`config.mk`:
```
export PLATFORM = sky130hd
export DESIGN_NAME = updown_sweep_ctrl
export DESIGN_NICKNAME = d
export VERILOG_FILES = /design/src/rtl/updown_sweep_ctrl.sv
export SDC_FILE = /design/constraint.sdc
export NUM_CORES = 1
export LEC_CHECK = 0
export BUFFER_PORTS_ARGS = -buffer_cell sky130_fd_sc_hd__buf_2
export CELL_PAD_IN_SITES_DETAIL_PLACEMENT = 1
export CELL_PAD_IN_SITES_GLOBAL_PLACEMENT = 1
export CORE_MARGIN = 4
export CORE_UTILIZATION = 37
export DETAILED_ROUTE_END_ITERATION = 10
export PLACE_DENSITY = 0.65
export REMOVE_ABC_BUFFERS = 1
export SKIP_LAST_GASP = 1
export SYNTH_ARGS = -nofsm -noshare
export SYNTH_HDL_FRONTEND = slang
export SYNTH_SLANG_ARGS = --single-unit
```
`constraint.sdc`:
```
create_clock -name clk -period 7.6 [get_ports clk]
set_input_delay 0.76 -clock clk [delete_from_list [all_inputs] [get_ports clk]]
set_output_delay 0.76 -clock clk [all_outputs]
set_load 0.005 [all_outputs]
```
`src/rtl/updown_sweep_ctrl.sv`:
```
// -----------------------------------------------------------------------------
// updown_sweep_ctrl
//
// Triangle sweep sequencer around a bidirectional counter. An accepted start
// latches lo/hi/step/mode. The count then runs lo -> hi -> lo in steps of
// `step`, clamping at both limits. After that the sweep either finishes
// (one-shot) or turns around and repeats (continuous).
//
// Ports
//   clk    : system clock, rising edge
//   reset  : asynchronous, active-high reset
//   start  : begin a sweep (sampled only while idle)
//   stop   : abort a running sweep; count and direction hold
//   pause  : freeze count, direction and state while high
//   mode   : 0 = one-shot, 1 = continuous (latched on accepted start)
//   lo     : lower limit (latched on accepted start)
//   hi     : upper limit (latched on accepted start)
//   step   : step size   (latched on accepted start)
//   count  : current count (registered)
//   up     : current direction, 1 = up (registered)
//   busy   : a sweep is in progress
//   done   : one-cycle pulse when a one-shot sweep lands on lo
//   err    : one-cycle pulse when a start is rejected (lo > hi or step == 0)
// -----------------------------------------------------------------------------
module updown_sweep_ctrl #(
   parameter int WIDTH = 4
) (
   input  logic             clk,
   input  logic             reset,
   input  logic             start,
   input  logic             stop,
   input  logic             pause,
   input  logic             mode,
   input  logic [WIDTH-1:0] lo,
   input  logic [WIDTH-1:0] hi,
   input  logic [WIDTH-1:0] step,
   output logic [WIDTH-1:0] count,
   output logic             up,
   output logic             busy,
   output logic             done,
   output logic             err
);

   typedef enum logic [1:0] {
      IDLE   = 2'd0,
      RUN_UP = 2'd1,
      RUN_DN = 2'd2
   } state_t;

   state_t           state, state_n;
   logic [WIDTH-1:0] count_n;
   logic             up_n, done_n, err_n;
   logic             accept;

   // Sweep parameters captured at the accepted start; inputs are ignored while busy.
   logic [WIDTH-1:0] lo_r, hi_r, step_r;
   logic             mode_r;

   // One extra bit so neither the upward sum nor the lower threshold can wrap.
   logic [WIDTH:0]   sum_up;
   logic [WIDTH:0]   lo_plus_step;

   assign sum_up       = {1'b0, count} + {1'b0, step_r};
   assign lo_plus_step = {1'b0, lo_r}  + {1'b0, step_r};

   // -------------------------------------------------------------------------
   // Next-state and output logic
   // -------------------------------------------------------------------------
   always_comb begin
      // NOTE: every output of this block is assigned a default first so that no
      // path can leave a value unassigned and infer a latch.
      state_n = state;
      count_n = count;
      up_n    = up;
      done_n  = 1'b0;
      err_n   = 1'b0;
      accept  = 1'b0;

      unique case (state)
         IDLE: begin
            // start wins over stop here; stop has nothing to abort.
            if (start) begin
               if ((lo > hi) || (step == '0)) begin
                  err_n = 1'b1;
               end else begin
                  accept  = 1'b1;
                  count_n = lo;
                  up_n    = 1'b1;
                  state_n = RUN_UP;
               end
            end
         end

         RUN_UP: begin
            if (stop) begin
               state_n = IDLE;
            end else if (!pause) begin
               if (sum_up >= {1'b0, hi_r}) begin
                  count_n = hi_r;
                  up_n    = 1'b0;
                  state_n = RUN_DN;
               end else begin
                  count_n = sum_up[WIDTH-1:0];
               end
            end
         end

         RUN_DN: begin
            if (stop) begin
               state_n = IDLE;
            end else if (!pause) begin
               // Mirror of the upward clamp. A step that lands exactly on lo
               // counts as arriving at lo, so lo is never shown twice.
               if ({1'b0, count} <= lo_plus_step) begin
                  count_n = lo_r;
                  if (mode_r) begin
                     up_n    = 1'b1;
                     state_n = RUN_UP;
                  end else begin
                     done_n  = 1'b1;
                     state_n = IDLE;
                  end
               end else begin
                  count_n = count - step_r;
               end
            end
         end

         default: state_n = IDLE;
      endcase
   end

   // -------------------------------------------------------------------------
   // State, output and parameter registers
   // -------------------------------------------------------------------------
   // NOTE: sequential state uses non-blocking assignments only. All registers
   // read their old values in the same edge, regardless of statement order.
   always_ff @(posedge clk or posedge reset) begin
      if (reset) begin
         state  <= IDLE;
         count  <= '0;
         up     <= 1'b1;
         done   <= 1'b0;
         err    <= 1'b0;
         // NOTE: the parameter registers are cleared on reset as well. Nothing
         // reads them in IDLE, but a known value keeps the sweep deterministic.
         lo_r   <= '0;
         hi_r   <= '0;
         step_r <= '0;
         mode_r <= 1'b0;
      end else begin
         state <= state_n;
         count <= count_n;
         up    <= up_n;
         done  <= done_n;
         err   <= err_n;
         if (accept) begin
            lo_r   <= lo;
            hi_r   <= hi;
            step_r <= step;
            mode_r <= mode;
         end
      end
   end

   assign busy = (state != IDLE);

endmodule

```
; After elaboration in Yosys (flattened, before gate mapping)
; Cells that the tools add are included.
[word_totals]
ff_bits = 22
out_inout_bits = 8
[op_classes]
add_sub_neg = 3
order_cmp = 3
eq_ne = 15
mux = 40
n_reduce_logical = 8
[op_table]
columns = operator, n
row1 = 4-bit two-way mux, 8
row2 = 1-bit two-way mux, 21
row3 = "2-bit inequality test, second input constant", 9
row4 = 2-bit two-way mux, 8
row5 = "3-bit inequality test, second input constant", 4
row6 = 4-bit one-hot mux with 3 select lines, 1
row7 = 4-bit by 4-bit adder with 5-bit output, 2
row8 = 10-bit AND reduction, 1
row9 = 7-bit AND reduction, 1
row10 = 2-bit one-hot mux with 3 select lines, 1
row11 = 6-bit AND reduction, 1
row12 = 5-bit by 4-bit greater-or-equal comparator with 1-bit output, 1
row13 = 4-bit by 5-bit less-or-equal comparator with 1-bit output, 1
row14 = 4-bit greater-than comparator, 1
row15 = 4-bit logical NOT, 1
row16 = 4-bit subtractor, 1
row17 = 1-bit one-hot mux with 3 select lines, 1
row18 = 3-bit nonzero test, 1
row19 = "2-bit by 1-bit equality test with 1-bit output, second input constant", 1
row20 = "2-bit equality test, second input constant", 1
row21 = 2-bit logical NOT, 1
row22 = 2-bit nonzero test, 1
row23 = 1-bit logical OR, 1

; Longest topological paths before layout
; Gate-level depths: netlist (run 1).
[logic_depth]
word_depth = 6
ltp_mapped = 11
mapped_depth_nobuf = 11

; Worst setup path before layout (run 1)
; No wires, ideal clock.
[synth_timing]
path_type = reg2reg
startpoint = reg step_r[0]
endpoint = reg count[1]
arrival_time_ps = 2665
required_ps = 7476
setup_slack_ps = 4810
stages_incl_launch_ff = 11
path_buffers = 0
cell_sequence = dfrtp_1 ha_1 inv_1 fa_1 ha_1 nor2b_1 o211a_1 o211ai_4 mux2_2 a221oi_2 o31ai_2
[synth_via]
elab_chain_len = 6
elab_cells_between_ends = 12
cone_classes = add/sub (3) / order compare (2) / mux (7)
[synth_lines]
columns = item, line_no
row1 = start: declaration, 56  ; logic [WIDTH-1:0] lo_r, hi_r, step_r;
row2 = start signal: assignment, 160  ; step_r <= step;
row3 = 4-bit by 4-bit adder with 5-bit output (on tied branches), "64, 63"
row4 = 4-bit by 5-bit less-or-equal comparator with 1-bit output or 5-bit by 4-bit greater-or-equal comparator with 1-bit output (tied branches), "114, 98"
row5 = 4-bit two-way mux (on tied branches), "114, 98"
row6 = 4-bit two-way mux (on tied branches), "111, 97"
row7 = 4-bit two-way mux (on tied branches), "109, 95"
row8 = 4-bit one-hot mux with 3 select lines (*), 79  ; unique case (state)
row9 = end signal: assignment, 153  ; count <= count_n;
row10 = end: declaration, 37  ; output logic [WIDTH-1:0] count,
; Every way passes the cells marked *; elsewhere a longest branch is shown, timed or not. The select of a mux whose other input is x is not followed.
; A chain may end at the register's enable or synchronous reset.

; Final worst setup path (run 1)
; Same ends and word-level chain as after synthesis.

==> summary.md, run 1 <==
| Metric | Value |
|---|---|
| IO Pins | `26` |
| Area grow syn2layout | `12.6%` |
| Hold-fix buffers, CTS | `0` |
| Final Wtd Congestion | `0.814` |
| Worst rel slew slack | `39.6%` |
| CTS Buf Count | `3` |
| Most frequent cells in the layout | `27 x ha_1, 25 x buf_2, 23 x inv_1` |
| Vias in the first global route | `1545` |
| Crit path from | `step_r[0]$_DFFE_PP0P_` |
| Row count | `25` |
| Minimum clock period | `3.09 ns` |
| Yosys top cell by area | `dfrtp_1` |
| Synth Area in XOR/XNOR | `2.88%` |
| Slowest cell on crit path | `dfrtp_1` |
| Hold Vio Cnt, Final | `0` |
| Worst Path Required | `7.74 ns` |
| Fin crit share | `40.7%` |
| Fillers | `579` |
| # DRC | `0` |
| FF-to-FF Start | `step_r[0]$_DFFE_PP0P_` |
| Clock transition at path regs | `0.09 ns` |
| Area of the multi-input gates | `1160 sq um` |
| Longest Clk Path Bufs | `2` |
| Post-synthesis sequential area ratio | `30.3%` |
| Setup crit end kind | `flip-flop` |
| Fin. max-slew vios | `0` |
| Die Wd | `78.2 um` |
| Hold WS | `0.497 ns` |
| Initial antenna violation count | `0` |
| DR pass1 iterations | `4` |
| Layout cell share with drive strength beyond 1 | `25.2%` |
| Flops & latches, synth | `22` |
| Die area | `6110 sq um` |
| Synth Area in Compound Gates | `17.1%` |
| Crit path max-delay family | `compound AO/OA/AOI/OAI gates` |
| Register Area | `552 sq um` |
| Starting Density | `38.3%` |
| Commonest non-fill, non-tap cell in the layout | `ha_1` |
| Vias per cell | `5.18` |
| Global-route wire length before repair | `7880 um` |
| Largest net degree at the start of global routing | `23` |
| Die H | `78.2 um` |
| TritonCTS clock tree | `done` |
| Async SR Flop Fraction | `100%` |
| Post-Synth Adder-Cell Area | `21.8%` |
| Detail Route Antenna Nets | `0` |
| Startpoint Class | `flip-flop` |
| Root Buffer | `clkbuf_8` |
| Post-CTS Resized | `0` |
| Finished Core Util | `43.2%` |
| CP dominant cell by count | `ha_1` |
| Post-synth EDFFs | `0` |
| N_diodes | `0` |
| Mapped Area | `1820 sq um` |
| Clock skew | `0.00785 ns` |
| Fmax | `0.323 GHz` |
| CTS HTree Levels | `1` |
| Crit Path Class | `flip-flop to flip-flop` |
| Total negative slack | `0 ns` |
| Synth warnings | `0` |
| Drt first-iter violations | `44` |
| Grt ovf | `0` |
| HP Class | `flip-flop to flip-flop` |
| Max-cap viol count | `0` |
| DP HPWL | `3770 um` |
| Area share of the largest cell type after synthesis | `28.8%` |
| Status | `finished clean` |
| Wirelength per Cell | `16.7 um` |
| Wirelength, routed | `4550 um` |
| Syn Inst Count | `181` |
| Final nets | `255` |
| CTS sink cnt | `22` |
| Main synth FF type | `dfrtp_1` |
| Worst Path Max Fanout | `8` |
| Number of port buffers | `25` |
| Synth area leaders | `dfrtp_1 29%, ha_1 19%, mux2_2 7.4%` |
| CP Cell Sequence | `ha_1, inv_1, fa_1, ha_1, nor2b_1, o211a_1, o211ai_4, mux2_2, a221oi_2, o31ai_2` |
| Core ar. | `4750 sq um` |
| Main combinational cell family by area after synthesis | `adder cells` |
| Total GRT Usage | `16.4%` |
| Critical path buffer and inverter count | `1` |
| Final setup fails | `0` |
| Total number of vias | `1415` |
| Multiplexer share of the synthesized area | `10.9%` |
| Synth Area in Simple Gates | `11.0%` |
| HP Start | `up$_DFFE_PP1P_` |
| Max stage delay on crit path | `0.44 ns` |
| WP data arrival | `3.23 ns` |
| Synthesized area per cell | `10.1 sq um` |
| Synth cell types | `46` |
| Post-CTS Setup Inserts | `0` |
| Worst slew pin tran | `0.905 ns` |
| RSZ-0062 raised after global routing | `false` |
| Worst-Skew Late Latency | `0.27 ns` |
==> synthesized netlist by cell type, types with 2 or more instances <==
library cell / number
a221oi_2: 2
clkbuf_1: 2
mux2i_1: 3
o31ai_1: 2
o21ai_1: 2
xor2_1: 4
a31oi_1: 2
a21o_1: 3
nor2_1: 9
dfrtp_1: 21
or2_2: 2
ha_1: 27
o31ai_2: 2
o211ai_2: 2
xnor2_1: 2
nand2b_1: 2
a21oi_1: 7
fa_1: 3
inv_1: 23
mux2_2: 12
mux2_1: 3
nand2_1: 12
o21ai_0: 6
nor2b_1: 5
nand3_1: 2
==> stage by stage <==
| step | area [sq um] | instances | worst slack, ns |
|---|---|---|---|
| global route | 2050 | 273 | 4.32 |
| finish | 2050 | 273 | 4.51 |
| detailed placement | 2010 | 269 | 4.51 |
| floorplan | 1800 | 177 | 4.80 |
| CTS | 2050 | 273 | 4.49 |
| global placement | 2010 | 269 | 4.56 |
==> logic make-up (layout without fill, tap and decap cells) <==
logic type,Yosys count,in the layout
AND/OR/NAND/NOR,40,40
adder cells (fa/ha/maj),30,30
multiplexers,18,18
buffers and inverters,27,52
flip-flops,22,22
AO/OA/AOI/OAI,38,38
XOR/XNOR,6,6
==> routing by layer <==
| layer | up-vias | global-route usage, % | wire length [um] |
|---|---|---|---|
| li1 | 689 | - | - |
| met1 | 691 | 22.2 | 2160 |
| met2 | 29 | 27.2 | 2130 |
| met3 | 6 | 1.83 | 174 |
| met4 | 0 | 5.59 | 83 |
| met5 | - | 0 | 0 |
==> path summary, 6_finish.rpt <==
check / slack [ns] / endpoint / depth (start not counted)
max in group asynchronous: 6.37 / done$_DFF_PP0_ / 2
min in group asynchronous: 0.68 / hi_r[0]$_DFFE_PP0P_ / 2
hold / removal: 0.50 / up$_DFFE_PP1P_ / 2
setup reg to reg: 4.51 / count[1]$_DFFE_PP0P_ / 10
setup / recovery: 4.51 / count[1]$_DFFE_PP0P_ / 10
hold reg to reg: 0.50 / up$_DFFE_PP1P_ / 2
==> worst reg2reg max path: cells and delay by family (launching register included) <==
kind / cells / cell delay (ns)
mux: 1 / 0.40
flops: 1 / 0.44
fa+ha+maj: 3 / 0.96
compound gates: 4 / 0.96
simple gates: 1 / 0.14
buf+inv: 1 / 0.07
==> registers in the layout, summed over array words and instances, names as in the netlist <==
name	count
up	1
mode_r	1
hi_r	4
err	1
count	4
step_r	4
state	2
lo_r	4
done	1
==> layout make-up <==
| class | count | area share (%) |
|---|---|---|
| flip-flops and latches | 22 | 26.9 |
| well taps | 67 | 4.08 |
| inverters | 23 | 4.20 |
| clock buffers | 4 | 2.19 |
| repair buffers | 25 | 6.09 |
| multi-input cells | 132 | 56.6 |
Power of run 1 is not shown: default switching activity piles up to over one toggle a cycle in this logic, so the estimate is an artifact.
==> run 2: changes to the inputs <==
==> constraint.sdc (replaced) <==
create_clock -name clk -period 2.9 [get_ports clk]
set_input_delay 0.29 -clock clk [delete_from_list [all_inputs] [get_ports clk]]
set_output_delay 0.29 -clock clk [all_outputs]
set_load 0.005 [all_outputs]
==> summary.md, run 2 (synthesis results as in run 1) <==
| Metric | Value |
|---|---|
| Status | `finished clean` |
| Die area | `6110 sq um` |
| Vias in the first global route | `1705` |
| Crit path max-delay family | `adder cells` |
| Root Buffer | `clkbuf_8` |
| Worst slew pin tran | `0.926 ns` |
| Area of the multi-input gates | `1220 sq um` |
| Hold-fix buffers, CTS | `0` |
| Worst rel slew slack | `38.2%` |
| Crit Path Class | `flip-flop to flip-flop` |
| CP Cell Sequence | `ha_2, inv_2, fa_1, xor2_1, ha_1, a41oi_2, o211ai_4, or2_2, o211ai_2, mux2_1` |
| Total GRT Usage | `17.8%` |
| Final Wtd Congestion | `0.836` |
| Fin. max-slew vios | `0` |
| N_diodes | `0` |
| Worst-Skew Late Latency | `0.27 ns` |
| Register Area | `554 sq um` |
| Die Wd | `78.2 um` |
| Finished Layout Cells | `286` |
| TritonCTS clock tree | `done` |
| Core ar. | `4750 sq um` |
| Fillers | `557` |
| Worst Path Max Fanout | `4` |
| # DRC | `0` |
| Minimum clock period | `2.86 ns` |
| Setup crit end kind | `flip-flop` |
| HP Class | `primary input to async pin` |
| Global-route wire length before repair | `8600 um` |
| Commonest non-fill, non-tap cell in the layout | `buf_2` |
| Longest Clk Path Bufs | `2` |
| Hold Vio Cnt, Final | `0` |
| Final nets | `268` |
| Critical path buffer and inverter count | `1` |
| Detail Route Antenna Nets | `0` |
| Max-cap viol count | `0` |
| CTS Buf Count | `3` |
| Cells on worst reg2reg path | `10` |
| Clock skew | `0.00625 ns` |
| Clock transition at path regs | `0.09 ns` |
| Row count | `25` |
| WP data arrival | `3.02 ns` |
| DR pass1 iterations | `4` |
| Wirelength per Cell | `17.8 um` |
| CTS HTree Levels | `1` |
| Final setup fails | `0` |
| Drt first-iter violations | `30` |
| Die H | `78.2 um` |
| Initial antenna violation count | `0` |
| Grt ovf | `0` |
| DP HPWL | `4120 um` |
| Area grow syn2layout | `23.0%` |
| Slack of the worst reg-to-reg path | `0.04 ns` |
| Wirelength, routed | `5100 um` |
| Vias per cell | `5.21` |
| Total number of vias | `1491` |
| Layout cell share with drive strength beyond 1 | `35.6%` |
| Fmax | `0.349 GHz` |
| Reg-to-Reg End | `state[0]$_DFFE_PP0P_` |
| RSZ-0062 raised after global routing | `true` |
| Worst Path Required | `3.06 ns` |
| Largest net degree at the start of global routing | `23` |
| IO Pins | `26` |
| FF-to-FF Start | `step_r[0]$_DFFE_PP0P_` |
| Startpoint Class | `flip-flop` |
| Fin crit share | `98.7%` |
| Number of port buffers | `25` |
| Max stage delay on crit path | `0.42 ns` |
| CTS sink cnt | `22` |
| Slowest cell on crit path | `dfrtp_1` |
| Starting Density | `38.3%` |
| Dpl cells | `279` |
| Most frequent cells in the layout | `25 x buf_2, 24 x ha_1, 21 x inv_1` |
run 2: cell type report:
type | count | area share (%)
Clock buffer | 3 | 1.84
Inverter | 23 | 3.85
Clock inverter | 1 | 1.34
Tap cell | 67 | 3.74
Timing Repair Buffer | 38 | 9.93
Sequential cell | 22 | 24.7
Multi-Input combinational cell | 132 | 54.6
run 2: routing by layer:
layer / track usage (%) / share of wire [%] / up-vias / wire, um
met5: 0 / 0 / - / 0
met4: 3.15 / 0.94 / 0 / 48
met3: 1.72 / 2.9 / 4 / 147
met2: 32.2 / 51 / 25 / 2580
met1: 23.1 / 46 / 747 / 2330
li1: - / - / 715 / -
run 2: worst reg2reg max path, cell delays in order, from the launching register on:
cell and delay [ns]:
dfrtp_1 0.42, ha_2 0.21, inv_2 0.04, fa_1 0.40, xor2_1 0.16, ha_1 0.31, a41oi_2 0.23, o211ai_4 0.13
or2_2 0.33, o211ai_2 0.18, mux2_1 0.34
run 2: how the worst max path moves through the flow:
stage	cells after the start	to	start	slack [ns]
CTS	11	state[0]$_DFFE_PP0P_	count[1]$_DFFE_PP0P_	-0.03
finish	10	state[0]$_DFFE_PP0P_	step_r[0]$_DFFE_PP0P_	0.04
floorplan	10	count[1]$_DFFE_PP0P_	step_r[0]$_DFFE_PP0P_	0.10
global placement	10	state[0]$_DFFE_PP0P_	step_r[1]$_DFFE_PP0P_	0.04
detailed placement	10	state[0]$_DFFE_PP0P_	step_r[1]$_DFFE_PP0P_	-0.09
global route	10	state[0]$_DFFE_PP0P_	step_r[0]$_DFFE_PP0P_	-0.11
run 2: repair_timing:
| action | CTS | global route |
|---|---|---|
| pin swaps | 1 | 5 |
| resized for setup | 2 | 13 |
| setup endpoints to repair | 2 | 6 |
| buffers inserted | 0 | 3 |
| gates cloned | 0 | 0 |
run 2: stage by stage:
stage / utilization, % / area [sq um] / setup TNS [ns] / worst slack (ns) / hold slack (ns)
floorplan: - / 1800 / 0 / 0.104 / 0.278
finish: 47.2 / 2240 / 0 / 0.0377 / 0.208
global placement: 43.8 / 2080 / 0 / 0.0439 / 0.460
CTS: 45.6 / 2170 / -0.0282 / -0.0282 / 0.242
global route: 47.2 / 2240 / -0.258 / -0.114 / 0.256
detailed placement: 43.8 / 2080 / -0.111 / -0.0888 / 0.474
Power of run 2 is left out for the same reason.
==> run 3: changes to the inputs <==
--- a/config.mk
+++ b/config.mk
@@ -8,6 +8,7 @@
 export BUFFER_PORTS_ARGS = -buffer_cell sky130_fd_sc_hd__buf_2
 export CELL_PAD_IN_SITES_DETAIL_PLACEMENT = 1
 export CELL_PAD_IN_SITES_GLOBAL_PLACEMENT = 1
+export CORE_ASPECT_RATIO = 1.1
 export CORE_MARGIN = 4
 export CORE_UTILIZATION = 37
 export DETAILED_ROUTE_END_ITERATION = 10
==> summary.md, run 3 (synthesis results as in run 1) <==
| Metric | Value |
|---|---|
| Die H | `81.6 um` |
| Root Buffer | `clkbuf_8` |
| CTS Buf Count | `3` |
| Commonest non-fill, non-tap cell in the layout | `buf_2` |
| DP HPWL | `4000 um` |
| Placed inst area | `2050 sq um` |
| Setup crit end kind | `flip-flop` |
| Status | `complete, but fails checks` |
| Met1 Usage GRT | `22.7%` |
| Core ar. | `4720 sq um` |
| Fin crit share | `101%` |
| Worst slew pin tran | `0.903 ns` |
| Final setup fails | `3` |
| CTS HTree Levels | `1` |
| RSZ-0062 raised after global routing | `true` |
| CTS sink cnt | `22` |
| Worst Path Max Fanout | `5` |
| Failing checks | `negative setup slack` |
| Design Area, Final | `2260 sq um` |
| Finished Core Util | `48.0%` |
| Area grow syn2layout | `24.1%` |
| Hold-fix buffers, CTS | `0` |
| Total GRT Usage | `17.3%` |
| Max-cap viol count | `0` |
| Pre-CTS WS | `-0.109 ns` |
| Largest net degree at the start of global routing | `23` |
| HP Class | `primary input to async pin` |
| GRT Max-Usage Layer | `met2` |
| M3 GR Usage | `2.20%` |
| Worst Path Required | `3.04 ns` |
| Dpl cells | `266` |
| Startpoint Class | `flip-flop` |
| # DRC | `0` |
| DR pass1 iterations | `4` |
| Row count | `26` |
| IO Pins | `26` |
| Clock transition at path regs | `0.09 ns` |
| Global-route wire length before repair | `8090 um` |
| Minimum clock period | `2.93 ns` |
| Worst rel slew slack | `39.7%` |
| Vias in the first global route | `1627` |
| Longest Clk Path Bufs | `2` |
| Layout cell share with drive strength beyond 1 | `36.5%` |
| Fin. max-slew vios | `0` |
| Post-route setup slack | `-0.0343 ns` |
| Starting Density | `38.6%` |
| Drt first-iter violations | `31` |
| N_diodes | `0` |
| Wirelength, routed | `5250 um` |
| Total number of vias | `1512` |
| Initial antenna violation count | `0` |
| WP data arrival | `3.08 ns` |
| Wirelength per Cell | `18.9 um` |
| M2 GR Usage | `29.9%` |
| Hold Vio Cnt, Final | `0` |
| Fmax | `0.341 GHz` |
| Crit Path Class | `flip-flop to flip-flop` |
| Most frequent cells in the layout | `25 x buf_2, 23 x ha_1, 21 x inv_1` |
| Detail Route Antenna Nets | `0` |
| Finished Layout Cells | `278` |
| Die Wd | `74.9 um` |
| TritonCTS clock tree | `done` |
| Grt ovf | `0` |
| Final nets | `271` |
| Final Wtd Congestion | `0.876` |
| Worst-Skew Late Latency | `0.27 ns` |
| Number of port buffers | `25` |
| Clock skew | `0.00534 ns` |
| Vias per cell | `5.44` |
| Die area | `6120 sq um` |
| Fillers | `524` |
[run 3: cell type report]
type | count | area [sq um] | share of cell area (%)
Clock buffer | 4 | 45.0 | 1.99
Inverter | 23 | 86.3 | 3.82
Multi-Input combinational cell | 132 | 1260 | 55.6
Sequential cell | 22 | 553 | 24.4
Tap cell | 56 | 70.1 | 3.10
Timing Repair Buffer | 41 | 249 | 11.0
[run 3: timing repair]
item                                    in CTS  in global routing
resized for setup                            3                 17
endpoints found under the setup margin       5                  6
hold endpoints to repair                     0                  0
setup buffers                                3                  5
pin swaps                                    3                  4
[run 3: final timing paths]
path / cells after the start / slack, ns / end / startpoint
setup reg to reg: 10 / -0.03 / count[1]$_DFFE_PP0P_ / step_r[0]$_DFFE_PP0P_
setup / recovery: 10 / -0.03 / count[1]$_DFFE_PP0P_ / step_r[0]$_DFFE_PP0P_
max in group asynchronous: 2 / 2.08 / count[1]$_DFFE_PP0P_ / reset
hold / removal: 2 / 0.20 / state[1]$_DFFE_PP0P_ / reset
hold reg to reg: 2 / 0.47 / up$_DFFE_PP1P_ / up$_DFFE_PP1P_
min in group clk: 2 / 0.25 / mode_r$_DFFE_PP0P_ / mode
[run 3: layer usage]
metal | routed length, um | vias to the layer above
met2 | 2760 | 17
met4 | 78 | 0
met3 | 92 | 6
met1 | 2310 | 765
li1 | - | 724
met5 | 0 | -
[run 3: critical path: stages, from the launching register on]
cell and delay (ns):
dfrtp_1 0.42, ha_2 0.23, inv_2 0.04, fa_1 0.51, ha_4 0.21, nor2b_4 0.12, o211a_1 0.23, o211ai_4 0.31
mux2_4 0.35, a221oi_4 0.30, o31ai_2 0.09
[run 3: metrics by stage]
stage          hold slack, ns  TNS (ns)
2_1_floorplan           0.278         0
3_3_place_gp            0.459   -0.0455
3_5_place_dp            0.455    -0.217
4_1_cts                 0.240   -0.0335
5_1_grt                 0.244    -0.749
6_report                0.204   -0.0689
Power of run 3 is left out for the same reason.
